--- src/rtl/ahb_bm_input_stage.sv ---
// ahb_bm_input_stage
// Bus-matrix slave-port input stage, one instance per master.
// - Passes the master's address phase straight to the matrix when the
//   matrix accepts it in the same cycle (zero added latency).
// - Otherwise captures the address phase into a held register, stalls the
//   master with HREADYOUTS=0, and keeps presenting the held copy until the
//   matrix accepts it.
// - Returns HREADYOUTS/HRESPS from the data-phase target while a data phase
//   from this master is outstanding.
// Build option: define AHB_BM_IS_LOCK_EN to add HMASTLOCKS/HMASTLOCKM; the
// lock bit is then captured and replayed with the address.

module ahb_bm_input_stage #(
  parameter int ADDR_WIDTH = 32
) (
  input  logic                  HCLK,
  input  logic                  HRESET,
  // master side
  input  logic                  HSELS,
  input  logic [ADDR_WIDTH-1:0] HADDRS,
  input  logic [1:0]            HTRANSS,
  input  logic                  HWRITES,
  input  logic [2:0]            HSIZES,
  input  logic [2:0]            HBURSTS,
  input  logic [3:0]            HPROTS,
  input  logic                  HREADYS,
`ifdef AHB_BM_IS_LOCK_EN
  input  logic                  HMASTLOCKS,
  output logic                  HMASTLOCKM,
`endif
  output logic                  HREADYOUTS,
  output logic [1:0]            HRESPS,
  // matrix side
  output logic [ADDR_WIDTH-1:0] HADDRM,
  output logic [1:0]            HTRANSM,
  output logic                  HWRITEM,
  output logic [2:0]            HSIZEM,
  output logic [2:0]            HBURSTM,
  output logic [3:0]            HPROTM,
  input  logic                  ACCEPT,
  input  logic                  DP_READY,
  input  logic [1:0]            DP_RESP
);

  localparam logic [1:0] TRANS_IDLE   = 2'b00;
  localparam logic [1:0] TRANS_NONSEQ = 2'b10;
  localparam logic [1:0] TRANS_SEQ    = 2'b11;
  localparam logic [2:0] BURST_INCR   = 3'b001;
  localparam logic [1:0] RESP_OKAY    = 2'b00;

  // One address phase: everything the matrix needs to route a transfer.
  typedef struct packed {
    logic [ADDR_WIDTH-1:0] haddr;
    logic [1:0]            htrans;
    logic                  hwrite;
    logic [2:0]            hsize;
    logic [2:0]            hburst;
    logic [3:0]            hprot;
`ifdef AHB_BM_IS_LOCK_EN
    logic                  hlock;
`endif
  } aphase_t;

  logic    pend_q, pend_d;
  logic    dp_act_q, dp_act_d;
  aphase_t held_q, held_d;
  aphase_t live_ph;
  aphase_t capt_ph;
  aphase_t pres_ph;
  logic    new_tran;

  assign new_tran = HSELS & HREADYS & HTRANSS[1];

  // Live address phase as seen on the master port; zero while unselected so
  // an idle port drives a quiet address bus into the matrix.
  always_comb begin
    // NOTE: every always_comb output gets a default first so no path can
    // leave it unassigned and infer a latch.
    live_ph        = '0;
    live_ph.htrans = (HSELS & HREADYS) ? HTRANSS : TRANS_IDLE;
    if (HSELS) begin
      live_ph.haddr  = HADDRS;
      live_ph.hwrite = HWRITES;
      live_ph.hsize  = HSIZES;
      live_ph.hburst = HBURSTS;
      live_ph.hprot  = HPROTS;
`ifdef AHB_BM_IS_LOCK_EN
      live_ph.hlock  = HMASTLOCKS;
`endif
    end
  end

  // Form the copy to hold: a held SEQ loses its burst context once it is
  // detached from its predecessor, so it is replayed as an INCR NONSEQ.
  always_comb begin
    capt_ph = live_ph;
    if (live_ph.htrans == TRANS_SEQ) begin
      capt_ph.htrans = TRANS_NONSEQ;
      capt_ph.hburst = BURST_INCR;
    end
  end

  // Select the phase presented to the matrix: held copy wins while pending.
  always_comb begin
    pres_ph = pend_q ? held_q : live_ph;
  end

  // Next-state for the pending flag, held copy and data-phase tracker.
  always_comb begin
    pend_d   = pend_q;
    held_d   = held_q;
    dp_act_d = dp_act_q;

    if (pend_q) begin
      // Master is stalled, live inputs are ignored until the matrix takes it.
      if (ACCEPT) begin
        pend_d = 1'b0;
      end
    end else if (new_tran && !ACCEPT) begin
      pend_d = 1'b1;
      held_d = capt_ph;
    end

    if (ACCEPT && pres_ph.htrans[1]) begin
      dp_act_d = 1'b1;
    end else if (DP_READY) begin
      dp_act_d = 1'b0;
    end
  end

  // State registers; the held copy is reset too so HTRANSM reads IDLE.
  always_ff @(posedge HCLK or posedge HRESET) begin
    if (HRESET) begin
      pend_q   <= 1'b0;
      dp_act_q <= 1'b0;
      held_q   <= '0;
    end else begin
      // NOTE: non-blocking assignments so every register samples the values
      // from before this edge, independent of statement order.
      pend_q   <= pend_d;
      dp_act_q <= dp_act_d;
      held_q   <= held_d;
    end
  end

  // Drive the matrix-side address phase and the master-side response.
  always_comb begin
    HADDRM     = pres_ph.haddr;
    HTRANSM    = pres_ph.htrans;
    HWRITEM    = pres_ph.hwrite;
    HSIZEM     = pres_ph.hsize;
    HBURSTM    = pres_ph.hburst;
    HPROTM     = pres_ph.hprot;
`ifdef AHB_BM_IS_LOCK_EN
    HMASTLOCKM = pres_ph.hlock;
`endif
    HREADYOUTS = pend_q ? 1'b0 : (dp_act_q ? DP_READY : 1'b1);
    HRESPS     = dp_act_q ? DP_RESP : RESP_OKAY;
  end

endmodule

--- config.mk ---
export PLATFORM = sky130hd
export DESIGN_NAME = ahb_bm_input_stage
export DESIGN_NICKNAME = d
export VERILOG_FILES = /design/src/rtl/ahb_bm_input_stage.sv
export SDC_FILE = /design/constraint.sdc
export NUM_CORES = 1
export LEC_CHECK = 0
export CORE_MARGIN = 8
export CORE_UTILIZATION = 41
export CTS_BUF_LIST = sky130_fd_sc_hd__clkbuf_4 sky130_fd_sc_hd__clkbuf_8
export DETAILED_ROUTE_END_ITERATION = 7
export PLACE_DENSITY = 0.91
export SLEW_MARGIN = 0
export SYNTH_ARGS = -nofsm -noshare
export SYNTH_HDL_FRONTEND = slang
export SYNTH_SLANG_ARGS = --single-unit
export TNS_END_PERCENT = 10
--- constraint.sdc ---
create_clock -name HCLK -period 1.68 [get_ports HCLK]
set_input_delay 0.336 -clock HCLK [delete_from_list [all_inputs] [get_ports HCLK]]
set_output_delay 0.336 -clock HCLK [all_outputs]
set_load 0.005 [all_outputs]
## Word-level counts from Yosys, hierarchy flattened

Index checks and enable logic that the tools add are counted.

| word-level totals | value |
|---|---|
| register bits after elaboration | 47 |
| output and inout port bits | 48 |
| word-level logic and storage cells | 31 |

| cells by class | value |
|---|---|
| eq/ne operators | 1 |
| multiplexer cells | 14 |
| bitwise gates (word level) | 3 |
| reductions and logical operators | 5 |

Operators with widths:

| operator | count |
|---|---|
| 45-bit two-way mux | 1 |
| 32-bit two-way mux | 1 |
| 11-bit two-way mux | 1 |
| 1-bit two-way mux | 7 |
| 2-bit two-way mux | 3 |
| 3-bit two-way mux | 1 |
| 1-bit AND | 2 |
| 2-bit == test, second input constant | 1 |
| 1-bit logical AND | 2 |
| 2-bit AND reduction | 1 |
| 2-bit nonzero test | 1 |
| 1-bit logical NOT | 1 |
| 1-bit inverter | 1 |

## Depth between registers and ports, before layout

Gate-level depths: netlist of the first run.

| logic depth | value |
|---|---|
| depth in word-level cells | 5 |
| gate-level depth with buffers | 6 |
| gate-level depth less buffers | 3 |

## Least setup slack after synthesis of the first run

OpenSTA, ideal clock, no wires.

| timing path | value |
|---|---|
| path type | input port to output port |
| start | in HSELS |
| end | out HADDRM[11] |
| arrival time | 1.236 ns |
| required time | 1.344 ns |
| setup slack | 0.108 ns |
| stages | 5 |
| cell sequence | buf_4 clkbuf_1 clkbuf_1 nand2_1 o21ai_0 |

| on the way | value |
|---|---|
| cells in the longest elaborated chain, start to end | 2 |

Ends and longest elaborated chain:

| element | RTL line | source |
|---|---|---|
| start: declaration | 19 | `input logic HSELS,` |
| 32-bit two-way mux | 81 | `if (HSELS) begin` |
| 45-bit two-way mux | 105 | `pres_ph = pend_q ? held_q : live_ph;` |
| end: declaration | 34 | `output logic [ADDR_WIDTH-1:0] HADDRM,` |

Every way passes these cells.

## Worst setup path after layout of the first run

| timing path | value |
|---|---|
| start | reg pend_q |
| end | out HADDRM[2] |

| on the way | value |
|---|---|
| cells in the longest elaborated chain, start to end | 1 |

Ends and longest elaborated chain:

| element | RTL line | source |
|---|---|---|
| start: declaration | 64 | `logic pend_q, pend_d;` |
| start signal: assignment | 140 | `pend_q <= pend_d;` |
| 45-bit two-way mux | 105 |  |

Every way passes these cells.

==> results of run 1 <==
[where the power goes]
part | switching (mW) | total, mW | internal [mW]
logic | 0.337 | 0.899 | 0.562
clock network | 0.383 | 0.865 | 0.482
registers | 0.121 | 1.46 | 1.34
total | 0.842 | 3.22 | 2.38
[synth_stat cells, drive strengths merged (2+ instances only)]
cell type and n:
a21oi 3, and2 24, buf 8, clkbuf 10, dfrtp 47, inv 21, mux2 44, mux2i 20
nand2 46, nand3 2, nor2 3, o21ai 24
[worst paths after layout]
kind / start / end / slack [ns] / cells after the start
max: pend_q / HADDRM[2] / -0.18 / 5
min: HRESET / held_q[40] / 0.39 / 3
max reg2reg: pend_q / held_q[18] / -0.07 / 4
min reg2reg: held_q[12] / held_q[12] / 0.48 / 1
max in group asynchronous: HRESET / held_q[37] / 0.99 / 3
min in group HCLK: held_q[12] / held_q[12] / 0.48 / 1
[worst min-delay path, cell delays in order]
cell and delay (ns):
clkdlybuf4s50_1 0.41, inv_2 0.06, buf_4 0.28
[state kept, by name, summed over array words and instances (netlist names)]
signal / cells
dp_act_q: 1
held_q: 45
pend_q: 1
[layout make-up]
cell class	count	area share, %
Timing Repair Buffer	164	34.3
Multi-Input combinational cell	171	31.3
Sequential cell	47	27.5
Tap cell	77	2.25
Clock buffer	6	1.93
Inverter	21	1.84
Clock inverter	2	0.819
[cell families (layout without fill, tap and decap cells)]
| kind of cell | after synthesis | in the layout |
|---|---|---|
| and+or+nand+nor | 79 | 79 |
| muxes | 64 | 64 |
| DFF | 47 | 47 |
| buffers and inverters | 39 | 193 |
| AOI/OAI and AO/OA | 28 | 28 |
[what timing repair did]
action                     4_1_cts  5_1_grt
pin swaps                        2        0
buffers inserted                 6        0
resized for setup              198       31
setup endpoints to repair       86       81
gates cloned                     3        0
[metrics by stage]
step           hold WS, ns  TNS, ns  power (mW)
2_1_floorplan        0.402        0        1.86
3_3_place_gp         0.450   -41.09        2.32
3_5_place_dp         0.466   -45.55        2.37
4_1_cts              0.402    -6.11        3.23
5_1_grt              0.423    -7.75        3.41
6_report             0.395    -4.69        3.22
[routing by layer]
layer | vias to the layer above | part of all wire (%)
li1 | 1149 | -
met5 | - | 0
met1 | 1110 | 41
met4 | 0 | 0.83
met3 | 6 | 6.5
met2 | 72 | 51
==> results.yml, run 1 <==
sta:
  fmax_ghz: 0.538
  slew-limit-headroom_pct: 76.9
  final.period_utilization_pct: 111
  timing_worst_slew_pin_value_ns: 0.346
  max_slew_violations: 0
  finalClockSkew_ns: 0.0111
  finalCriticalPeriod_ns: 1.86
  rsz0062_at_grt: "true"
  setup_viol_count_final: 65
  fin_ws_ns: -0.178
  timing_hold_violations_final: 0
route:
  ant_nets: 0
  first_drt_pass_iteration_count: 5
  routed-via-count: 2337
  drc_errors: 0
  drtIter0Drc: 98
  route.detailed.vias_per_inst: 4.79
  route.detailed.wl_per_inst_um: 15.9
  routed_wl_um: 7740
final_layout:
  antennaDiodeCount: 0
  mostFrequentLayoutCell: "clkdlybuf4s50_1"
  fin_util_pct: 68.1
  stdcell_area_um2: 4280
  design.final.nets: 463
  area.growth.synth_to_final_pct: 62.6
  multi_input_area_um2: 1340
  count_of_placed_standard_cells_in_the_final_layout_fillers_left_out: 488
  leading_cell_types_in_the_layout_fill_and_taps_excluded: "49 x clkdlybuf4s50_1, 47 x buf_4, 46 x dfrtp_1"
  post_route_cells_drive_above_1_share_pct: 44.0
  fillCellCount: 465
  regArea_um2: 1180
synthesis:
  synth_simple_gate_area_share_pct: 14.0
  ys_seq_area_share_pct: 44.7
  synth_unique_cells: 20
  netlist.area_leader.share_pct: 44.7
  ys_ff_latch: 47
  synth.net_count: 310
  netlist_area_um2: 2630
  yosys.area_share.xor_xnor_pct: 0
  synth_compound_area_share_pct: 5.43
  synth.area.top_cells: "dfrtp_1 45%, mux2_2 11%, mux2_4 10%"
  synthAdderAreaFrac_pct: 0
  synth_top_family_by_area: "multiplexers"
  synth_flop_cell: "dfrtp_1"
  synth_top_cell_by_area: "dfrtp_1"
  synth-async-reset-ratio_pct: 100
  synth_edf_count: 0
  synthesis.yosys.warnings: 0
  synthesis.instances: 257
  average_cell_area_after_synthesis_um2: 10.2
  post_synth_mux_area_share_pct: 29.0
place:
  placement.setup.worst_slack_ns: -0.616
  portBuffers: 100
  dpl-instance-area_um2: 4090
  dp_hpwl_um: 5530
  placed_cells: 471
  globalplace.congestion: 0.739
setup_path:
  cp.buffers_inverters: 4
  cp-start-kind: "flop"
  worst-endpoint-arrival_ns: 1.52
  cp_data_required_time_ns: 1.34
  timing.critical_path.cells: "buf_6 > buf_12 > buf_12 > mux2_2 > buf_6"
  critical_path.top_delay_family: "buffers and inverters"
  critical_path_peak_fanout: 7
  path_class: "flop to primary output"
  worst_path_largest_cell_delay_ns: 0.45
  end_kind: "primary output"
  critical_path.slowest_cell: "dfrtp_2"
cts:
  cts_buffers: 5
  hold_buffers: 0
  tritoncts: "done"
  htree_levels: 2
  clk_path_buf_depth: 2
  cts.reportedPaths.clkPinSlew_ns: 0.09
  cts.sink_count: 47
  clockRootBuffer: "clkbuf_8"
  clk-insertion-delay-late_ns: 0.30
global_route:
  grt.met2_usage_pct: 30.2
  busiest_layer: "met2"
  grt_start_max_net_pins: 28
  globalRouteOverflowTotal: 0
  antenna_found_initial: 0
  global_route.usage.met3_pct: 4.99
  vias_in_the_first_global_route: 2560
  first_pass_grt_wire_length_um: 12400
  grt_util_met1_pct: 19.8
  grt_use_total_pct: 17.2
status:
  failed_checks: "setup timing"
  status: "finished, violations left"
power:
  power_leakage_nw: 2.26
  ir_worst_vdd_v: 0.000468
  power_per_cell_area_nw_per_um2: 754
floorplanning:
  die_y_um: 96.1
  core_area_um2: 6280
  start_util_pct: 41.9
  dieWidth_um: 96.1
  top_level_ports: 101
  floorplan.die_area_um2: 9230
  num_rows: 29
hold_path:
  worst_hold_path_type: "input port to asynchronous set/reset pin"
run:
  drv.max_cap_violation_count: 0
(Power assumes the default switching activity.)
==> inputs of run 2 (changes only) <==
--- a/config.mk
+++ b/config.mk
@@ -9,7 +9,7 @@
 export CORE_UTILIZATION = 41
 export CTS_BUF_LIST = sky130_fd_sc_hd__clkbuf_4 sky130_fd_sc_hd__clkbuf_8
 export DETAILED_ROUTE_END_ITERATION = 7
-export PLACE_DENSITY = 0.91
+export PLACE_DENSITY_LB_ADDON = 0.3
 export SLEW_MARGIN = 0
 export SYNTH_ARGS = -nofsm -noshare
 export SYNTH_HDL_FRONTEND = slang
==> results.yml, run 2 (synthesis gave the netlist of run 1 again) <==
setup_path:
  worst-endpoint-arrival_ns: 1.62
  timing.critical_path.cells: "buf_6 > buf_12 > buf_16 > mux2_4 > buf_6"
  worst_path_largest_cell_delay_ns: 0.50
  critical_path_peak_fanout: 7
  timing.reg2reg.worst_path_depth: 4
  end_kind: "primary output"
  crit-reg2reg-launch: "pend_q"
  critical_path.top_delay_family: "buffers and inverters"
  critical_path.slowest_cell: "dfrtp_2"
  path_class: "flop to primary output"
  cp.buffers_inverters: 4
  cp_data_required_time_ns: 1.34
  cp-start-kind: "flop"
  critical_path.reg2reg.endpoint: "held_q[18]"
  worst_path_most_repeated_cell: "buf_6"
  r2r_setup_slack_ns: -0.13
cts:
  clockRootBuffer: "clkbuf_8"
  cts_buffers: 5
  cts.sink_count: 47
  hold_buffers: 0
  tritoncts: "done"
  htree_levels: 2
  cts.reportedPaths.clkPinSlew_ns: 0.10
  clk-insertion-delay-late_ns: 0.30
  clk_path_buf_depth: 2
global_route:
  vias_in_the_first_global_route: 2576
  grt_start_max_net_pins: 19
  grt_use_total_pct: 17.9
  first_pass_grt_wire_length_um: 12800
  antenna_found_initial: 0
  globalRouteOverflowTotal: 0
route:
  routed_wl_um: 8180
  routed-via-count: 2399
  drc_errors: 0
  drtIter0Drc: 66
  route.detailed.vias_per_inst: 4.84
  ant_nets: 0
  route.detailed.wl_per_inst_um: 16.5
  first_drt_pass_iteration_count: 4
sta:
  fmax_ghz: 0.511
  slew-limit-headroom_pct: 73.9
  fin_ws_ns: -0.275
  timing_hold_violations_final: 0
  timing_worst_slew_pin_value_ns: 0.391
  setup_viol_count_final: 82
  finalCriticalPeriod_ns: 1.96
  rsz0062_at_grt: "true"
  final.period_utilization_pct: 116
  max_slew_violations: 0
  finalClockSkew_ns: 0.0127
final_layout:
  regMostFlops: "held_q"
  fin_util_pct: 73.0
  largest_registers: "held_q (45), dp_act_q (1), pend_q (1)"
  multi_input_area_um2: 1430
  area.growth.synth_to_final_pct: 74.3
  regArea_um2: 1180
  largest_reg_flops: 45
  fillCellCount: 472
  design.final.nets: 471
  leading_cell_types_in_the_layout_fill_and_taps_excluded: "51 x clkdlybuf4s50_1, 46 x dfrtp_1, 41 x buf_4"
  post_route_cells_drive_above_1_share_pct: 47.5
  mostFrequentLayoutCell: "clkdlybuf4s50_1"
  antennaDiodeCount: 0
  count_of_placed_standard_cells_in_the_final_layout_fillers_left_out: 496
floorplanning:
  start_util_pct: 41.9
  num_rows: 29
  floorplan.die_area_um2: 9230
  die_y_um: 96.1
  top_level_ports: 101
  dieWidth_um: 96.1
  core_area_um2: 6280
place:
  globalplace.congestion: 0.728
  portBuffers: 100
  placed_cells: 462
  dp_hpwl_um: 5390
power:
  power_per_cell_area_nw_per_um2: 728
  power_leakage_nw: 2.40
  design_power_total_mw: 3.34
  ir_worst_vdd_v: 0.000408
status:
  status: "finished, violations left"
  failed_checks: "setup timing"
run:
  drv.max_cap_violation_count: 0
hold_path:
  worst_hold_path_type: "input port to asynchronous set/reset pin"
==> run 2: cell types whose count changed in the layout (fill, tap and decap cells not counted), moves of 2 or more <==
cell	delta
buf_4	-6
nand2_2	+11
clkdlybuf4s50_1	+2
o21ai_1	-4
buf_6	+19
clkdlybuf4s15_2	-2
clkbuf_2	-4
mux2_4	+17
buf_2	-5
mux2_2	-17
nand2_1	-10
o21ai_2	+3
==> run 2: final cells by class <==
| cell class | instances | area share [%] |
|---|---|---|
| Tap cell | 77 | 2.10 |
| Clock buffer | 6 | 1.80 |
| Inverter | 21 | 1.72 |
| Multi-Input combinational cell | 171 | 31.2 |
| Sequential cell | 47 | 25.7 |
| Clock inverter | 2 | 0.764 |
| Timing Repair Buffer | 172 | 36.7 |
==> run 2: per-stage QoR <==
stage	TNS, ns	cell area (µm²)	setup slack [ns]	hold slack (ns)
after floorplan	0	2630	0.108	0.402
after global placement	-40.42	4050	-0.597	0.450
after detailed placement	-42.87	4050	-0.621	0.452
after CTS	-11.00	4470	-0.292	0.331
after global routing	-13.74	4580	-0.314	0.358
final	-10.62	4580	-0.275	0.322
==> run 2: repair_timing <==
action,in CTS,in global routing
setup endpoints to repair,87,87
gates cloned,7,0
gates resized for setup,223,50
setup buffers,15,4
pin swaps,11,1
==> run 2: worst max-delay path by stage <==
stage	startpoint	endpoint	cells after the start
floorplan	HSELS	HADDRM[11]	5
global placement	HSELS	HBURSTM[1]	5
detailed placement	HSELS	HADDRM[17]	5
CTS	pend_q	HPROTM[0]	5
global route	pend_q	HADDRM[9]	5
finish	pend_q	HSIZEM[1]	5
==> run 2: power breakdown <==
group / leakage (nW) / internal, mW / switching [mW]
Clock: 0.0612 / 0.482 / 0.394
Sequential: 0.595 / 1.34 / 0.127
Combinational: 1.75 / 0.639 / 0.359
==> run 2: per-layer routing <==
| metal | part of all wire, % | vias up | GRT usage, % |
|---|---|---|---|
| li1 | - | 1161 | - |
| met1 | 42 | 1166 | 22.0 |
| met2 | 51 | 64 | 30.3 |
| met3 | 5.1 | 8 | 3.90 |
| met4 | 1.6 | 0 | 6.02 |
| met5 | 0 | - | 0 |
